**config.mk**
```make
export PLATFORM = sky130hd
export DESIGN_NAME = mc_controller
export DESIGN_NICKNAME = d
export VERILOG_FILES = /design/src/rtl/mc_controller.sv
export SDC_FILE = /design/constraint.sdc
export NUM_CORES = 1
export LEC_CHECK = 0
export ABC_AREA = 1
export CAP_MARGIN = 10
export CORE_ASPECT_RATIO = 0.5
export CORE_MARGIN = 2
export CORE_UTILIZATION = 49
export CTS_BUF_LIST = sky130_fd_sc_hd__clkbuf_16
export DETAILED_ROUTE_END_ITERATION = 12
export GPL_ROUTABILITY_DRIVEN = 0
export PLACE_DENSITY = 0.85
export SLEW_MARGIN = 20
export SYNTH_ARGS = -nofsm -noshare
export SYNTH_HDL_FRONTEND = slang
export SYNTH_SLANG_ARGS = --single-unit
```
**constraint.sdc**
```tcl
create_clock -name clk -period 2.3 [get_ports clk]
set_input_delay 0.46 -clock clk [delete_from_list [all_inputs] [get_ports clk]]
set_output_delay 0.46 -clock clk [all_outputs]
set_load 0.02 [all_outputs]
```
**src/rtl/mc_controller.sv**
```systemverilog
// mc_controller
// Multicycle control sequencer for the MIPS datapath. The instruction latched
// in the IR is decoded and stepped through FETCH/DECODE/EXE/MEM/WB/BR/JMP.
// Every datapath strobe and path select is combinational from the current
// state and instr. Only the state register and the retired counter hold state.
//
// Ports
//   clk        : system clock, rising edge
//   reset      : asynchronous reset, active low
//   instr      : IR contents from the datapath (valid from DECODE onward)
//   zero       : ALU result == 0 (beq compare)
//   gtz        : GPR[rs] signed > 0 (bgtz)
//   dm_ready   : data memory access completes this cycle (MEM only)
//   pc_write   : PC load strobe
//   ir_write   : IR load strobe
//   npc_sel    : 0 PC+4, 1 branch target, 2 jump target, 3 GPR[rs]
//   reg_dst    : 0 rt, 1 rd, 2 RA_IDX
//   alu_src    : 0 GPR[rt], 1 extended imm16
//   mem_to_reg : 0 ALU, 1 DM, 2 PC+4
//   gpr_write  : register file write strobe
//   dm_write   : data memory write strobe
//   dm_req     : data memory access request
//   sign_ext   : 1 sign-extend imm16, 0 zero-extend
//   lui_ext    : imm16 << 16
//   alu_op     : 000 addu, 001 subu, 010 or, 011 sll
//   illegal    : one-cycle pulse in DECODE on an unsupported encoding
//   state      : current state (debug)
//   retired    : count of completed instructions, wraps modulo 2^CNT_W
module mc_controller #(
  parameter int RA_IDX = 31,
  parameter int CNT_W  = 32
) (
  input  logic             clk,
  input  logic             reset,
  input  logic [31:0]      instr,
  input  logic             zero,
  input  logic             gtz,
  input  logic             dm_ready,
  output logic             pc_write,
  output logic             ir_write,
  output logic [1:0]       npc_sel,
  output logic [1:0]       reg_dst,
  output logic             alu_src,
  output logic [1:0]       mem_to_reg,
  output logic             gpr_write,
  output logic             dm_write,
  output logic             dm_req,
  output logic             sign_ext,
  output logic             lui_ext,
  output logic [2:0]       alu_op,
  output logic             illegal,
  output logic [2:0]       state,
  output logic [CNT_W-1:0] retired
);

  typedef enum logic [2:0] {
    S_FETCH  = 3'd0,
    S_DECODE = 3'd1,
    S_EXE    = 3'd2,
    S_MEM    = 3'd3,
    S_WB     = 3'd4,
    S_BR     = 3'd5,
    S_JMP    = 3'd6
  } state_t;

  // The write-address mux in the datapath owns the RA_IDX constant.
  // The controller only selects it via reg_dst=2.
  localparam logic [4:0] RA_IDX_L = 5'(RA_IDX);

  state_t           state_q, state_d;
  logic [CNT_W-1:0] retired_q;
  logic             retire;

  logic [5:0] opcode, funct;
  logic is_r, is_addu, is_subu, is_sll, is_jr;
  logic is_ori, is_lui, is_lw, is_sw, is_beq, is_bgtz, is_jal;
  logic to_exe, to_br, to_jmp;

  // Raw (reset-unmasked) strobes
  logic pc_write_c, ir_write_c, gpr_write_c, dm_write_c, dm_req_c, illegal_c;

  // shamt, rs/rt/rd and imm fields are consumed by the datapath directly.
  logic unused_ok;
  assign unused_ok = ^{instr[25:6], RA_IDX_L};

  assign opcode = instr[31:26];
  assign funct  = instr[5:0];

  assign is_r    = (opcode == 6'b000000);
  assign is_addu = is_r && (funct == 6'b100001);
  assign is_subu = is_r && (funct == 6'b100011);
  assign is_sll  = is_r && (funct == 6'b000000);
  assign is_jr   = is_r && (funct == 6'b001000);
  assign is_ori  = (opcode == 6'b001101);
  assign is_lui  = (opcode == 6'b001111);
  assign is_lw   = (opcode == 6'b100011);
  assign is_sw   = (opcode == 6'b101011);
  assign is_beq  = (opcode == 6'b000100);
  assign is_bgtz = (opcode == 6'b000111);
  assign is_jal  = (opcode == 6'b000011);

  assign to_exe = is_addu | is_subu | is_sll | is_ori | is_lui | is_lw | is_sw;
  assign to_br  = is_beq | is_bgtz;
  assign to_jmp = is_jal | is_jr;

  always_ff @(posedge clk or negedge reset) begin
    if (!reset) begin
      state_q   <= S_FETCH;
      retired_q <= '0;
    end else begin
      state_q <= state_d;
      if (retire) begin
        retired_q <= retired_q + CNT_W'(1);
      end
    end
  end

  always_comb begin
    state_d     = state_q;
    retire      = 1'b0;
    pc_write_c  = 1'b0;
    ir_write_c  = 1'b0;
    gpr_write_c = 1'b0;
    dm_write_c  = 1'b0;
    dm_req_c    = 1'b0;
    illegal_c   = 1'b0;
    npc_sel     = 2'd0;
    reg_dst     = 2'd0;
    alu_src     = 1'b0;
    mem_to_reg  = 2'd0;
    sign_ext    = 1'b0;
    lui_ext     = 1'b0;
    alu_op      = 3'b000;

    // ALU controls stay steady from EXE through WB so the datapath sees a
    // stable operation while the address or result is consumed.
    if (state_q == S_EXE || state_q == S_MEM || state_q == S_WB) begin
      if (is_lw || is_sw) begin
        alu_op   = 3'b000;
        alu_src  = 1'b1;
        sign_ext = 1'b1;
      end else if (is_ori) begin
        alu_op  = 3'b010;
        alu_src = 1'b1;
      end else if (is_lui) begin
        alu_op  = 3'b010;
        alu_src = 1'b1;
        lui_ext = 1'b1;
      end else if (is_subu) begin
        alu_op = 3'b001;
      end else if (is_sll) begin
        alu_op = 3'b011;
      end
    end

    case (state_q)
      S_FETCH: begin
        ir_write_c = 1'b1;
        pc_write_c = 1'b1;
        npc_sel    = 2'd0;
        state_d    = S_DECODE;
      end
      S_DECODE: begin
        if (to_exe) begin
          state_d = S_EXE;
        end else if (to_br) begin
          state_d = S_BR;
        end else if (to_jmp) begin
          state_d = S_JMP;
        end else begin
          // Unsupported encoding: behaves as a nop that is not counted.
          illegal_c = 1'b1;
          state_d   = S_FETCH;
        end
      end
      S_EXE: begin
        state_d = (is_lw || is_sw) ? S_MEM : S_WB;
      end
      S_MEM: begin
        dm_req_c   = 1'b1;
        dm_write_c = is_sw;
        if (dm_ready) begin
          if (is_sw) begin
            state_d = S_FETCH;
            retire  = 1'b1;
          end else begin
            state_d = S_WB;
          end
        end
      end
      S_WB: begin
        gpr_write_c = 1'b1;
        reg_dst     = is_r ? 2'd1 : 2'd0;
        mem_to_reg  = is_lw ? 2'd1 : 2'd0;
        state_d     = S_FETCH;
        retire      = 1'b1;
      end
      S_BR: begin
        alu_op     = 3'b001;
        alu_src    = 1'b0;
        npc_sel    = 2'd1;
        // Untaken: PC already holds PC+4 from FETCH.
        pc_write_c = (is_beq & zero) | (is_bgtz & gtz);
        state_d    = S_FETCH;
        retire     = 1'b1;
      end
      S_JMP: begin
        pc_write_c = 1'b1;
        if (is_jal) begin
          npc_sel     = 2'd2;
          gpr_write_c = 1'b1;
          reg_dst     = 2'd2;
          mem_to_reg  = 2'd2;
        end else begin
          npc_sel = 2'd3;
        end
        state_d = S_FETCH;
        retire  = 1'b1;
      end
      default: begin
        state_d = S_FETCH;
      end
    endcase
  end

  // Strobes are forced low while reset is held so nothing is written
  // during reset, even though the state register already sits in FETCH.
  assign pc_write  = pc_write_c  & reset;
  assign ir_write  = ir_write_c  & reset;
  assign gpr_write = gpr_write_c & reset;
  assign dm_write  = dm_write_c  & reset;
  assign dm_req    = dm_req_c    & reset;
  assign illegal   = illegal_c   & reset;
  assign state     = state_q;
  assign retired   = retired_q;

endmodule

```
==> results.txt <==
Chip Width - 106.6 µm
Synth top area share - 33.95%
first-pass GRT wire length - 11.80 mm
overall routed net length - 6.995 mm
Root Driver - clkbuf_16
cell taking the most area after synthesis - dfrtp_1
commonest non-fill, non-tap cells in the layout - 174 x nand2_1, 68 x nor2_1, 46 x clkdlybuf4s50_1
maximum clock rate - 0.4567 GHz
worst-path fanout max - 3
die area - 5897 µm²
post-place setup slack - -0.4978 ns
Max-Cap Viols - 0
CP Data Arrival Time - 1.73 ns
outcome - finished, final reports clean
CP Capture Type - output pin
most used cell, CP - nor2_1
DRC - 0
# H-tree levels - 2
fin area - 3661 µm²
Reg clk slew, reported paths - 0.05 ns
Crit-path slowest cell - clkdlybuf4s50_1
Initial DRC Count - 207
final worst-path cycle share - 95.20%
Cell Count, Final, Fillers Out - 578
Starting Density - 51.60%
Crit Path Category - in -> out
cell area power density - 562.6 nW/µm²
grt ovf - 0
DR vias/cell - 5.045
max incr delay on CP - 0.44 ns
pin count of the biggest net entering global routing - 36
worst path cell trace - clkdlybuf4s50_1 > nor2_1 > nand3_1 > nor2_1 > inv_1 > a21oi_1 > buf_2
Die H - 55.31 µm
CTS Buf Count - 5
synth warn - 0
P_leak - 1.725 nW
number of flops mapped to enable cells by yosys - 0
clock tree buffer depth - 2
post-route ant nets - 0
Hold Vio Cnt, Final - 0
vias - 2,916
largest cells by area after synthesis - dfrtp_1 34%, nand2_1 25%, nor2_1 11%
placed insts - 570
# setup viols final - 0
DPL Wire Length - 5.323 mm
most common cell after layout, fill and taps aside - nand2_1
final core utilization - 73.22%
# hold bufs at CTS - 0
layout cell share with drive strength beyond 1 - 12.60%
syn_nets - 452
reg2reg start - retired[0]
CTS tree - built
r2r endpoint - retired[26]
initial antenna violation count - 0
Diodes inserted - 0
Synth-to-Final Area Change - 41.90%
Final Net Count - 545
number of global-route vias before repair - 2,689
router iterations before antenna repair - 5
IO Count - 90
syn_area_per_cell - 6.232 µm²
startpoint types - primary input
I/O Buffers - 68
fin crit period - 2.190 ns
Primary FF master, synth - dfrtp_1
FFs w/ async S/R, synth - 100.0%
row cnt - 18
crit path setup slack, layout - 0.1104 ns
gate family responsible for the most delay along the worst path - buffers and inverters
Buf/Inv on CP - 3
total power - 2.060 mW
Hold/Removal Path Class - in -> async
critical path required time - 1.84 ns
Yosys reg bits - 35
clk_skew - 0.002830 ns
cell area after synthesis - 2580 µm²
post-synthesis cell count - 414
TritonCTS Sinks - 35
FF-to-FF path depth - 10
routed len/inst - 12.10 µm
VDD IR-drop max - 0.0003936 V
Seq/Total Area, Yosys - 33.95%
post-CTS setup repair buffer count - 0
FF-to-FF setup slack - 0.53 ns
fin. max-slew vios - 0
Fill cells - 412
Netlist cell types - 24
Core ar. - 5000 µm²
Worst-Skew Late Latency - 0.28 ns
GR Util All Layers - 24.80%
placed instance area - 3508 µm²
[cell families (layout without fill, tap and decap cells)]
logic type | after synthesis | in the layout | synth area share (%)
compound gates | 14 | 14 | 2.958
xor+xnor | 15 | 15 | 5.092
fa+ha+maj | 1 | 1 | 0.4849
buf+inv | 45 | 139 | 8.002
flops | 35 | 35 | 33.95
other cells | 1 | 1 | 0.1454
simple gates | 303 | 303 | 49.37
[where the power goes]
| part | leakage, nW | internal [mW] | total (mW) | switching (mW) |
|---|---|---|---|---|
| sequential | 0.478 | 0.674 | 0.747 | 0.0735 |
| clock | 0.0762 | 0.390 | 0.626 | 0.236 |
| combinational | 1.17 | 0.308 | 0.686 | 0.379 |
[flip-flops by register name (all words and copies together) (netlist names)]
register	count
retired	32
state	3
[synthesized netlist by cell type, types with 6 or more instances]
master / instances
nand2_1: 175
nor2_1: 76
dfrtp_1: 35
inv_1: 35
nand3_1: 17
nand3b_1: 11
nand4_1: 10
xnor2_1: 8
a21oi_1: 7
xor2_1: 7
buf_4: 6
nor3_1: 6
[cell type report]
cell class	count	area [µm²]	share of cell area, %
clock inverter	3	12.51	0.3418
tap	70	87.58	2.392
sequential	35	875.8	23.92
timing repair buffer	94	885.9	24.20
inverter	37	138.9	3.794
clock buffer	5	125.1	3.418
multi-input combinational	334	1535	41.93
[through the flow]
step	TNS (ns)	hold slack (ns)
after detailed placement	-4.772	0.5175
final	0	0.2613
after floorplan	0	0.1644
after global placement	-4.554	0.5112
after CTS	-0.06716	0.2864
after global routing	-0.0001392	0.3166
[worst max-delay path by stage]
stage              start  depth (start not counted)  slack, ns        end
4_1_cts        instr[26]                          7      -0.07  alu_op[0]
6_report        instr[1]                          7       0.11  alu_op[1]
3_3_place_gp   instr[26]                          9      -0.43    illegal
2_1_floorplan   state[1]                          5       0.29  alu_op[0]
3_5_place_dp   instr[30]                          7      -0.50  alu_op[0]
5_1_grt         instr[3]                          7    -0.0001  alu_op[0]
[layer usage]
layer  wire length, µm  track usage [%]  vias up  share of wire, %
met3               545            7.084       16               7.8
li1                  -                -     1470                 -
met1              3064            32.56     1317                44
met4               125            8.163        0               1.8
met2              3261            39.67      113                47
met5                 0                0        -                 0
[timing repair]
item,in CTS,in global routing
gates cloned,0,0
pin swaps,1,2
endpoints found under the setup margin,14,15
resized for setup,46,21
Note: power is estimated with default switching activity, not from simulation.
